### config.mk
export PLATFORM = sky130hd
export DESIGN_NAME = pipelined_add_flat
export DESIGN_NICKNAME = d
export VERILOG_FILES = /design/src/rtl/pipelined_add_if.sv /design/src/rtl/pipelined_add.sv /design/src/flat_wrapper.sv
export SDC_FILE = /design/constraint.sdc
export NUM_CORES = 1
export LEC_CHECK = 0
export CORE_MARGIN = 2
export CORE_UTILIZATION = 52
export CTS_CLUSTER_DIAMETER = 80
export DETAILED_ROUTE_END_ITERATION = 8
export GPL_TIMING_DRIVEN = 0
export HOLD_SLACK_MARGIN = 0.02
export PLACE_DENSITY = 0.81
export SYNTH_ARGS = -nofsm -noshare
export SYNTH_HDL_FRONTEND = slang
export SYNTH_SLANG_ARGS = --single-unit
export TNS_END_PERCENT = 100
### constraint.sdc
create_clock -name clk -period 3.55 [get_ports clk]
set_clock_uncertainty 0.15 [all_clocks]
set_input_delay 0.71 -clock clk [delete_from_list [all_inputs] [get_ports clk]]
set_output_delay 0.71 -clock clk [all_outputs]
set_load 0.01 [all_outputs]
### src/rtl/pipelined_add_if.sv
// rtl/pipelined_add_if.sv - valid/ready operand and result bundle for pipelined_add
interface pipelined_add_if #(
    parameter int WIDTH = 32
);
    logic             in_valid;
    logic             in_ready;
    logic [WIDTH-1:0] x;
    logic [WIDTH-1:0] y;
    logic             out_valid;
    logic             out_ready;
    logic [WIDTH-1:0] out;
    logic             carry;

    modport master (
        output in_valid, x, y, out_ready,
        input  in_ready, out_valid, out, carry
    );

    modport slave (
        input  in_valid, x, y, out_ready,
        output in_ready, out_valid, out, carry
    );
endinterface

### src/rtl/pipelined_add.sv
// rtl/pipelined_add.sv - pipelined unsigned adder with valid/ready, bubble collapsing and carry-out
// Optional clamp to all-ones on carry when PIPELINED_ADD_SAT_EN is defined.
module pipelined_add #(
    parameter int WIDTH  = 32,
    parameter int STAGES = 2
) (
    input logic            clk,
    input logic            rst,
    pipelined_add_if.slave bus
);

    logic [STAGES-1:0] v_q;
    logic [STAGES-1:0] v_d;
    logic [STAGES-1:0] adv;
    logic [WIDTH-1:0]  x_q;
    logic [WIDTH-1:0]  x_d;
    logic [WIDTH-1:0]  y_q;
    logic [WIDTH-1:0]  y_d;
    logic [WIDTH:0]    d_q [1:STAGES-1];
    logic [WIDTH:0]    d_d [1:STAGES-1];
    logic [WIDTH:0]    sum;

    // A stage may move whenever it is empty or its successor moves, so holes close up under stall.
    always_comb begin
        adv = '0;
        adv[STAGES-1] = bus.out_ready | ~v_q[STAGES-1];
        for (int i = STAGES - 2; i >= 0; i--) begin
            adv[i] = ~v_q[i] | adv[i+1];
        end
    end

    always_comb begin
        sum = {1'b0, x_q} + {1'b0, y_q};
`ifdef PIPELINED_ADD_SAT_EN
        if (sum[WIDTH]) begin
            sum[WIDTH-1:0] = '1;
        end
`endif
    end

    always_comb begin
        v_d = v_q;
        x_d = x_q;
        y_d = y_q;
        d_d = d_q;
        if (adv[0]) begin
            v_d[0] = bus.in_valid;
            x_d    = bus.x;
            y_d    = bus.y;
        end
        if (adv[1]) begin
            v_d[1] = v_q[0];
            d_d[1] = sum;
        end
        for (int i = 2; i < STAGES; i++) begin
            if (adv[i]) begin
                v_d[i] = v_q[i-1];
                d_d[i] = d_q[i-1];
            end
        end
    end

    // Only the valid bits and the output stage are cleared; inner data is don't-care while invalid.
    always_ff @(posedge clk) begin
        x_q <= x_d;
        y_q <= y_d;
        for (int i = 1; i < STAGES - 1; i++) begin
            d_q[i] <= d_d[i];
        end
        if (rst) begin
            v_q           <= '0;
            d_q[STAGES-1] <= '0;
        end else begin
            v_q           <= v_d;
            d_q[STAGES-1] <= d_d[STAGES-1];
        end
    end

    assign bus.in_ready  = adv[0] & ~rst;
    assign bus.out_valid = v_q[STAGES-1];
    assign bus.out       = d_q[STAGES-1][WIDTH-1:0];
    assign bus.carry     = d_q[STAGES-1][WIDTH];

endmodule

### src/flat_wrapper.sv
// flat-port wrapper written by rule: the top's interface ports become plain ports
module pipelined_add_flat 
#(
    parameter int WIDTH  = 32,
    parameter int STAGES = 2
)
  (clk, rst, bus_in_valid, bus_x, bus_y, bus_out_ready, bus_in_ready, bus_out_valid, bus_out, bus_carry);
  pipelined_add_if #(.WIDTH(WIDTH)) bus_i ();
  input logic clk;
  input logic rst;
  input wire logic [$bits(bus_i.in_valid)-1:0] bus_in_valid;
  input wire logic [$bits(bus_i.x)-1:0] bus_x;
  input wire logic [$bits(bus_i.y)-1:0] bus_y;
  input wire logic [$bits(bus_i.out_ready)-1:0] bus_out_ready;
  output wire logic [$bits(bus_i.in_ready)-1:0] bus_in_ready;
  output wire logic [$bits(bus_i.out_valid)-1:0] bus_out_valid;
  output wire logic [$bits(bus_i.out)-1:0] bus_out;
  output wire logic [$bits(bus_i.carry)-1:0] bus_carry;
  assign bus_i.in_valid = bus_in_valid;
  assign bus_i.x = bus_x;
  assign bus_i.y = bus_y;
  assign bus_i.out_ready = bus_out_ready;
  assign bus_in_ready = bus_i.in_ready;
  assign bus_out_valid = bus_i.out_valid;
  assign bus_out = bus_i.out;
  assign bus_carry = bus_i.carry;
  pipelined_add #(.WIDTH(WIDTH), .STAGES(STAGES)) u_core (.clk(clk), .rst(rst), .bus(bus_i));
endmodule
==> run metrics, run 1 <==
Post-Route WL=11.4 mm; Hold Vio Cnt, Final=0; slowest CP cell=clkdlybuf4s50_1; Row Count=35; Syn Std Cell Area=0.00497 mm2; Root Driver=clkbuf_8; Synthesized Nets=566; Hold WS=0.304 ns; startpoint types=primary input; antenna violations before repair=0; CTS Buf Count=9; part of the power in the clock network=between 20% and 30%; CP bufs+invs=4; most used cell along the critical path=clkdlybuf4s50_1; I/O Pins=103; post-layout min period=3.35 ns; largest net degree at the start of global routing=35; Yosys top cell area share=roughly 39%; TritonCTS clock tree=yes; Syn-to-layout area delta=27.6%; YS warnings=0; gr ovfl total=0; count of final setup violators=0; post-CTS sizing=0; Crit Path Category=in2out; PD cells=approximately 430 mW/mm2; layout cells sized above 1=6.16%; setup ws final=0.196 ns; core footprint=0.00924 mm2; htree depth=3; clock sinks=99; Comb pwr share=approximately a quarter; outcome=completed; die height=102 um; Int Power=approximately 1.9 mW; Mapped Cells=465; CP required=2.69 ns; Post-synth ARST share=0%; Clock Path Buffers=2; Hold WC Path Type=reg2reg; Seq pwr share=roughly 50%; Synth Flop Type=edfxtp_1; first-pass GRT wire length=18.4 mm; Final #Nets=680; Crit path arrival time=2.49 ns; Yosys top cell by area=edfxtp_1; via count of the first global-routing pass=between 3000 and 4000; crit share post-route=94.5%; post-layout total power=~2.7 mW; RSZ-0062 raised after global routing=no; worst-path cell chain=clkdlybuf4s50_1, clkbuf_2, clkbuf_1, a21oi_1, clkdlybuf4s50_1; Pleak=2.46 nW; syn_area_per_cell=10.7 um2; Die Area=0.0104 mm2; Max Slew Vio Count=0; drt first-iter violations=183; # port buffers=102; Final ANT Viol Nets=0; dpl hpwl=roughly 8.6 mm; Yosys reg bits=99; maximum VDD drop=209 uV; DR vias/cell=5.65; crit-path max cell delay=between 0.5 and 0.6 ns; Post-CTS Setup Bufs=0; worst-skew pair later-pin latency=0.37 ns; drt drc=0; Area contributors post-synth=edfxtp_1 39%, dfxtp_1 14%, ha_1 8.1%, a21oi_1 4.7%, nand2_1 4.6%; Max Cap Violations=0; Cell Count, Final, Fillers Out=between 700 and 800; worst rel slew slack=49.2%; Clk pin slew, worst setup/hold paths=0.10 ns; cell total after placement=697; Starting Density=53.8%; # hold bufs at CTS=0; # fillers=roughly 730; total number of vias=between 4000 and 5000; Overall Global Routing Usage=22.6%; top cell family by delay on the critical path=buffers and inverters; Sw Share=29.4%; dpl ws=0.0651 ns; Net Sw Power=about 0.80 mW; drt wl/cell=16.0 um; worst slew pin tran=0.759 ns; Post-synth EDFFs=64; most common cell in the netlist=edfxtp_1; routability congestion estimate=~0.9; synth unique cells=between 50 and 60; Antenna Cells=0; crit path capture type=output port; register area share after synthesis=between 50 and 60%; Max Fclk=298 MHz; DRT Pass-1 Iters=5; final core occ=68.7%; crit path max fanout=10; Synth top cells by count=64 x edfxtp_1, 61 x nand2_1, 47 x a21oi_1; DIE WIDTH=102 um
==> worst paths after layout <==
check / from / slack, ns / endpoint / cells after the start
worst max-delay path: rst / 0.20 / bus_in_ready / 5
worst min-delay path: u_core.d_q[0] / 0.30 / u_core.d_q[0] / 2
worst max register to register: u_core.y_q[0] / 0.56 / u_core.d_q[28] / 9
worst min register to register: u_core.d_q[0] / 0.30 / u_core.d_q[0] / 2
==> metrics by stage <==
step | setup TNS (ns) | instance area [um2]
2_1_floorplan | 0 | 4970
3_3_place_gp | -44.85 | 6150
3_5_place_dp | 0 | 6170
4_1_cts | 0 | 6340
5_1_grt | 0 | 6340
6_report | 0 | 6340
==> area by class of cell <==
| type | count | area (um2) | share of cell area (%) |
|---|---|---|---|
| buffer | 22 | 116 | 1.83 |
| tap | 129 | 161 | 2.54 |
| sequential | 99 | 2620 | 41.3 |
| multi-input combinational | 337 | 2210 | 34.8 |
| clock inverter | 6 | 40.0 | 0.631 |
| timing repair buffer | 103 | 1040 | 16.4 |
| inverter | 7 | 26.3 | 0.414 |
| clock buffer | 10 | 128 | 2.01 |
==> kinds of logic (layout without fill, tap and decap cells) <==
| logic type | after synthesis | after routing | share of synthesized area (%) |
|---|---|---|---|
| adder cells (fa/ha/maj) | 33 | 33 | 8.46 |
| buffers and inverters | 29 | 148 | 2.84 |
| flip-flops | 99 | 99 | 52.8 |
| AO/OA/AOI/OAI | 147 | 147 | 19.1 |
| multiplexers | 1 | 1 | 0.201 |
| XOR/XNOR | 23 | 23 | 4.05 |
| AND/OR/NAND/NOR | 133 | 133 | 12.6 |
==> tightest hold or removal path: stages, from the launching register on <==
cell     delay, ns
dfxtp_1       0.32
nand2_1       0.05
a21oi_1       0.05
==> layout by cell type (no fill, tap or decap), drive strengths merged, types with 15 or more instances in the layout <==
master and n:
clkdlybuf4s50 102, edfxtp 64, nand2 62, a21oi 48, dfxtp 35, ha 32, o21ai 28, clkbuf 26
nor2 22, a21o 15
==> metal layers <==
layer | routed length, um | part of all wire (%) | vias to the layer above | GRT usage (%)
li1 | - | - | 1971 | -
met2 | 5510 | 48 | 150 | 37.4
met3 | 664 | 5.8 | 15 | 3.52
met5 | 0 | 0 | - | 0
met4 | 180 | 1.6 | 0 | 8.52
met1 | 5050 | 44 | 1894 | 30.0
==> flip-flops by register name (all words and copies together) (netlist names) <==
register / cells
u_core.x_q: 32
u_core.d_q: 33
u_core.v_q: 2
u_core.y_q: 32
==> power by group through the flow <==
stage | clock network, mW | registers [mW] | logic (mW)
finish | 0.659 | 1.37 | 0.702
global route | 0.713 | 1.39 | 0.764
CTS | 0.668 | 1.38 | 0.698
detailed placement | 0 | 1.40 | 0.693
global placement | 0 | 1.40 | 0.678
floorplan | 0 | 1.42 | 0.377
(Power assumes the default switching activity.)
==> inputs of run 2 (changes only) <==
Settings changed: CORE_UTILIZATION 52 to 50, PLACE_DENSITY 0.81 to 0.78.
==> run 2 against run 1 <==
Compared with the run above: power about the same; die area up 3.8%; first-iteration DRC count is 13% higher; critical path depth unchanged; worst hold slack better by 0.0014 ns; utilization down 3.3 points; global-route usage down 1.5 points; maximum frequency grew 0.59%; combinational power hardly changed; clock-buffer cell count rose by 1; critical path type unchanged; critical endpoint unchanged; highest routed layer unchanged.
==> run metrics, run 2 (synthesized netlist as in run 1, its figures left out) <==
outcome=completed; CTS Buf Count=9 (unchanged); TritonCTS clock tree=yes; max reg flops=33 (unchanged); die height=104 um (+1.9%); setup ws final=0.216 ns (+0.0197 ns); layout cells sized above 1=6.16% (unchanged); Post-Route WL=11.1 mm (-2.7%); # hold bufs at CTS=0 (unchanged); crit share post-route=93.9% (-0.55 points); worst rel slew slack=50.7% (+1.5 points); Crit path arrival time=2.47 ns (-0.02 ns); crit-path max cell delay=0.54 ns (about the same); largest net degree at the start of global routing=35 (unchanged); worst-path cell chain=clkdlybuf4s50_1, clkbuf_2, clkbuf_1, a21oi_1, clkdlybuf4s50_1; Clock Path Buffers=2 (unchanged); most frequent cells in the layout=102 x clkdlybuf4s50_1, 64 x edfxtp_1, 60 x nand2_1; Max Fclk=300 MHz (+0.59%); first-pass GRT wire length=18.3 mm (-0.52%); RSZ-0062 raised after global routing=no; CP bufs+invs=4 (unchanged); commonest non-fill, non-tap cell in the layout=clkdlybuf4s50_1; most used cell along the critical path=clkdlybuf4s50_1; Clk pin slew, worst setup/hold paths=0.09 ns (about the same); Crit Path Category=in2out; Hold WC Path Type=reg2reg; # port buffers=102 (unchanged); Max Cap Violations=0 (unchanged); slowest CP cell=clkdlybuf4s50_1; CP required=2.69 ns (about the same); DR vias/cell=5.65 (about the same); post-layout min period=3.33 ns (-0.0197 ns); drt first-iter violations=207 (+13%); Pleak=2.47 nW (+0.41%); startpoint types=primary input; Die Area=0.0108 mm2 (+3.8%); top cell family by delay on the critical path=buffers and inverters; Overall Global Routing Usage=21.2% (-1.5 points); Placed Instance Area=0.00618 mm2 (about the same); Post-CTS Setup Bufs=0 (unchanged); Final #Nets=680 (unchanged); antenna violations before repair=0 (unchanged); DIE WIDTH=104 um (+1.9%); PD cells=430 mW/mm2 (-0.27%); Hold WS=0.305 ns (+0.00142 ns); drt wl/cell=15.5 um (-3.2%); worst slew pin tran=0.737 ns (-0.0218 ns); maximum VDD drop=304 uV (+45%); I/O Pins=103 (unchanged); Root Driver=clkbuf_8; Hold Vio Cnt, Final=0 (unchanged); gr ovfl total=0 (unchanged); worst-skew pair later-pin latency=0.37 ns (about the same); via count of the first global-routing pass=3850 (-1.5%); cell total after placement=701 (+0.57%); crit path max fanout=10 (unchanged); # fillers=807 (+10%); dpl ws=0.0649 ns (-0.000211 ns); count of final setup violators=0 (unchanged); Antenna Cells=0 (unchanged); htree depth=3 (unchanged); Cell Count, Final, Fillers Out=717 (+0.56%); routability congestion estimate=0.906 (+2.6%); Row Count=36 (+2.9%); dpl hpwl=8.30 mm (-4.0%); Final ANT Viol Nets=0 (unchanged); crit path capture type=output port; Max Slew Vio Count=0 (unchanged); clock sinks=99 (unchanged); Top Registers=u_core.d_q: 33 flops, u_core.x_q: 32 flops, u_core.y_q: 32 flops; DRT Pass-1 Iters=5 (unchanged); Syn-to-layout area delta=28.0%; finished layout cell area=0.00636 mm2 (+0.26%); Reg with most FFs=u_core.d_q; post-layout total power=2.74 mW (about the same); total number of vias=4050 (+0.50%); Starting Density=51.1% (-2.7 points); core footprint=0.00973 mm2 (+5.3%); drt drc=0 (unchanged)
## run 2: cell count changes in the layout (fill, tap and decap cells not counted)
cell,change
clkinvlp_4,-1
clkinv_1,+1
inv_6,-1
clkbuf_1,-1
clkbuf_8,+2
## run 2: metal layers
metal / routed length (um) / global-route usage [%] / vias up
met3: 746 / 5.98 / 17
met4: 161 / 5.50 / 0
met2: 5450 / 35.3 / 159
li1: - / - / 1967
met1: 4740 / 27.2 / 1907
met5: 0 / 0 / -
## run 2: timing repair
action                     4_1_cts  5_1_grt
gates resized for setup          0        2
setup endpoints to repair        0        1
hold endpoints to repair         0        0
## run 2: final cells by class
type	count	area [um2]	area share, %
inverters	7	26.3	0.413
flip-flops and latches	99	2620	41.2
multi-input cells	337	2210	34.7
clock inverters	5	27.5	0.433
well taps	133	166	2.62
plain buffers	22	116	1.83
repair buffers	103	1040	16.4
clock buffers	11	151	2.38
## run 2: metrics by stage
step	util, %	TNS (ns)
CTS	65.4	0
floorplan	-	0
global placement	63.3	-46.39
global route	65.4	0
detailed placement	63.5	0
finish	65.4	0
## run 2: worst register-to-register path, cell delays in order (launching register included)
cell,delay (ns)
edfxtp_1,0.38
ha_1,0.25
fa_1,0.41
a21o_1,0.22
a221oi_2,0.39
or3_4,0.23
nand2_2,0.07
a21oi_2,0.26
nor4_1,0.09
or3_1,0.34
## run 2: power breakdown
part           total (mW)  switching (mW)  internal [mW]
logic               0.701           0.351          0.350
registers            1.37          0.0482           1.33
clock network       0.660           0.371          0.288
## run 2: path summary, 6_finish.rpt
| kind | start | to | slack (ns) | depth (start not counted) |
|---|---|---|---|---|
| worst min-delay path | u_core.d_q[7] | u_core.d_q[7] | 0.31 | 2 |
| worst max-delay path | rst | bus_in_ready | 0.22 | 5 |
| worst min register to register | u_core.d_q[7] | u_core.d_q[7] | 0.31 | 2 |
| worst max register to register | u_core.y_q[0] | u_core.d_q[28] | 0.64 | 9 |
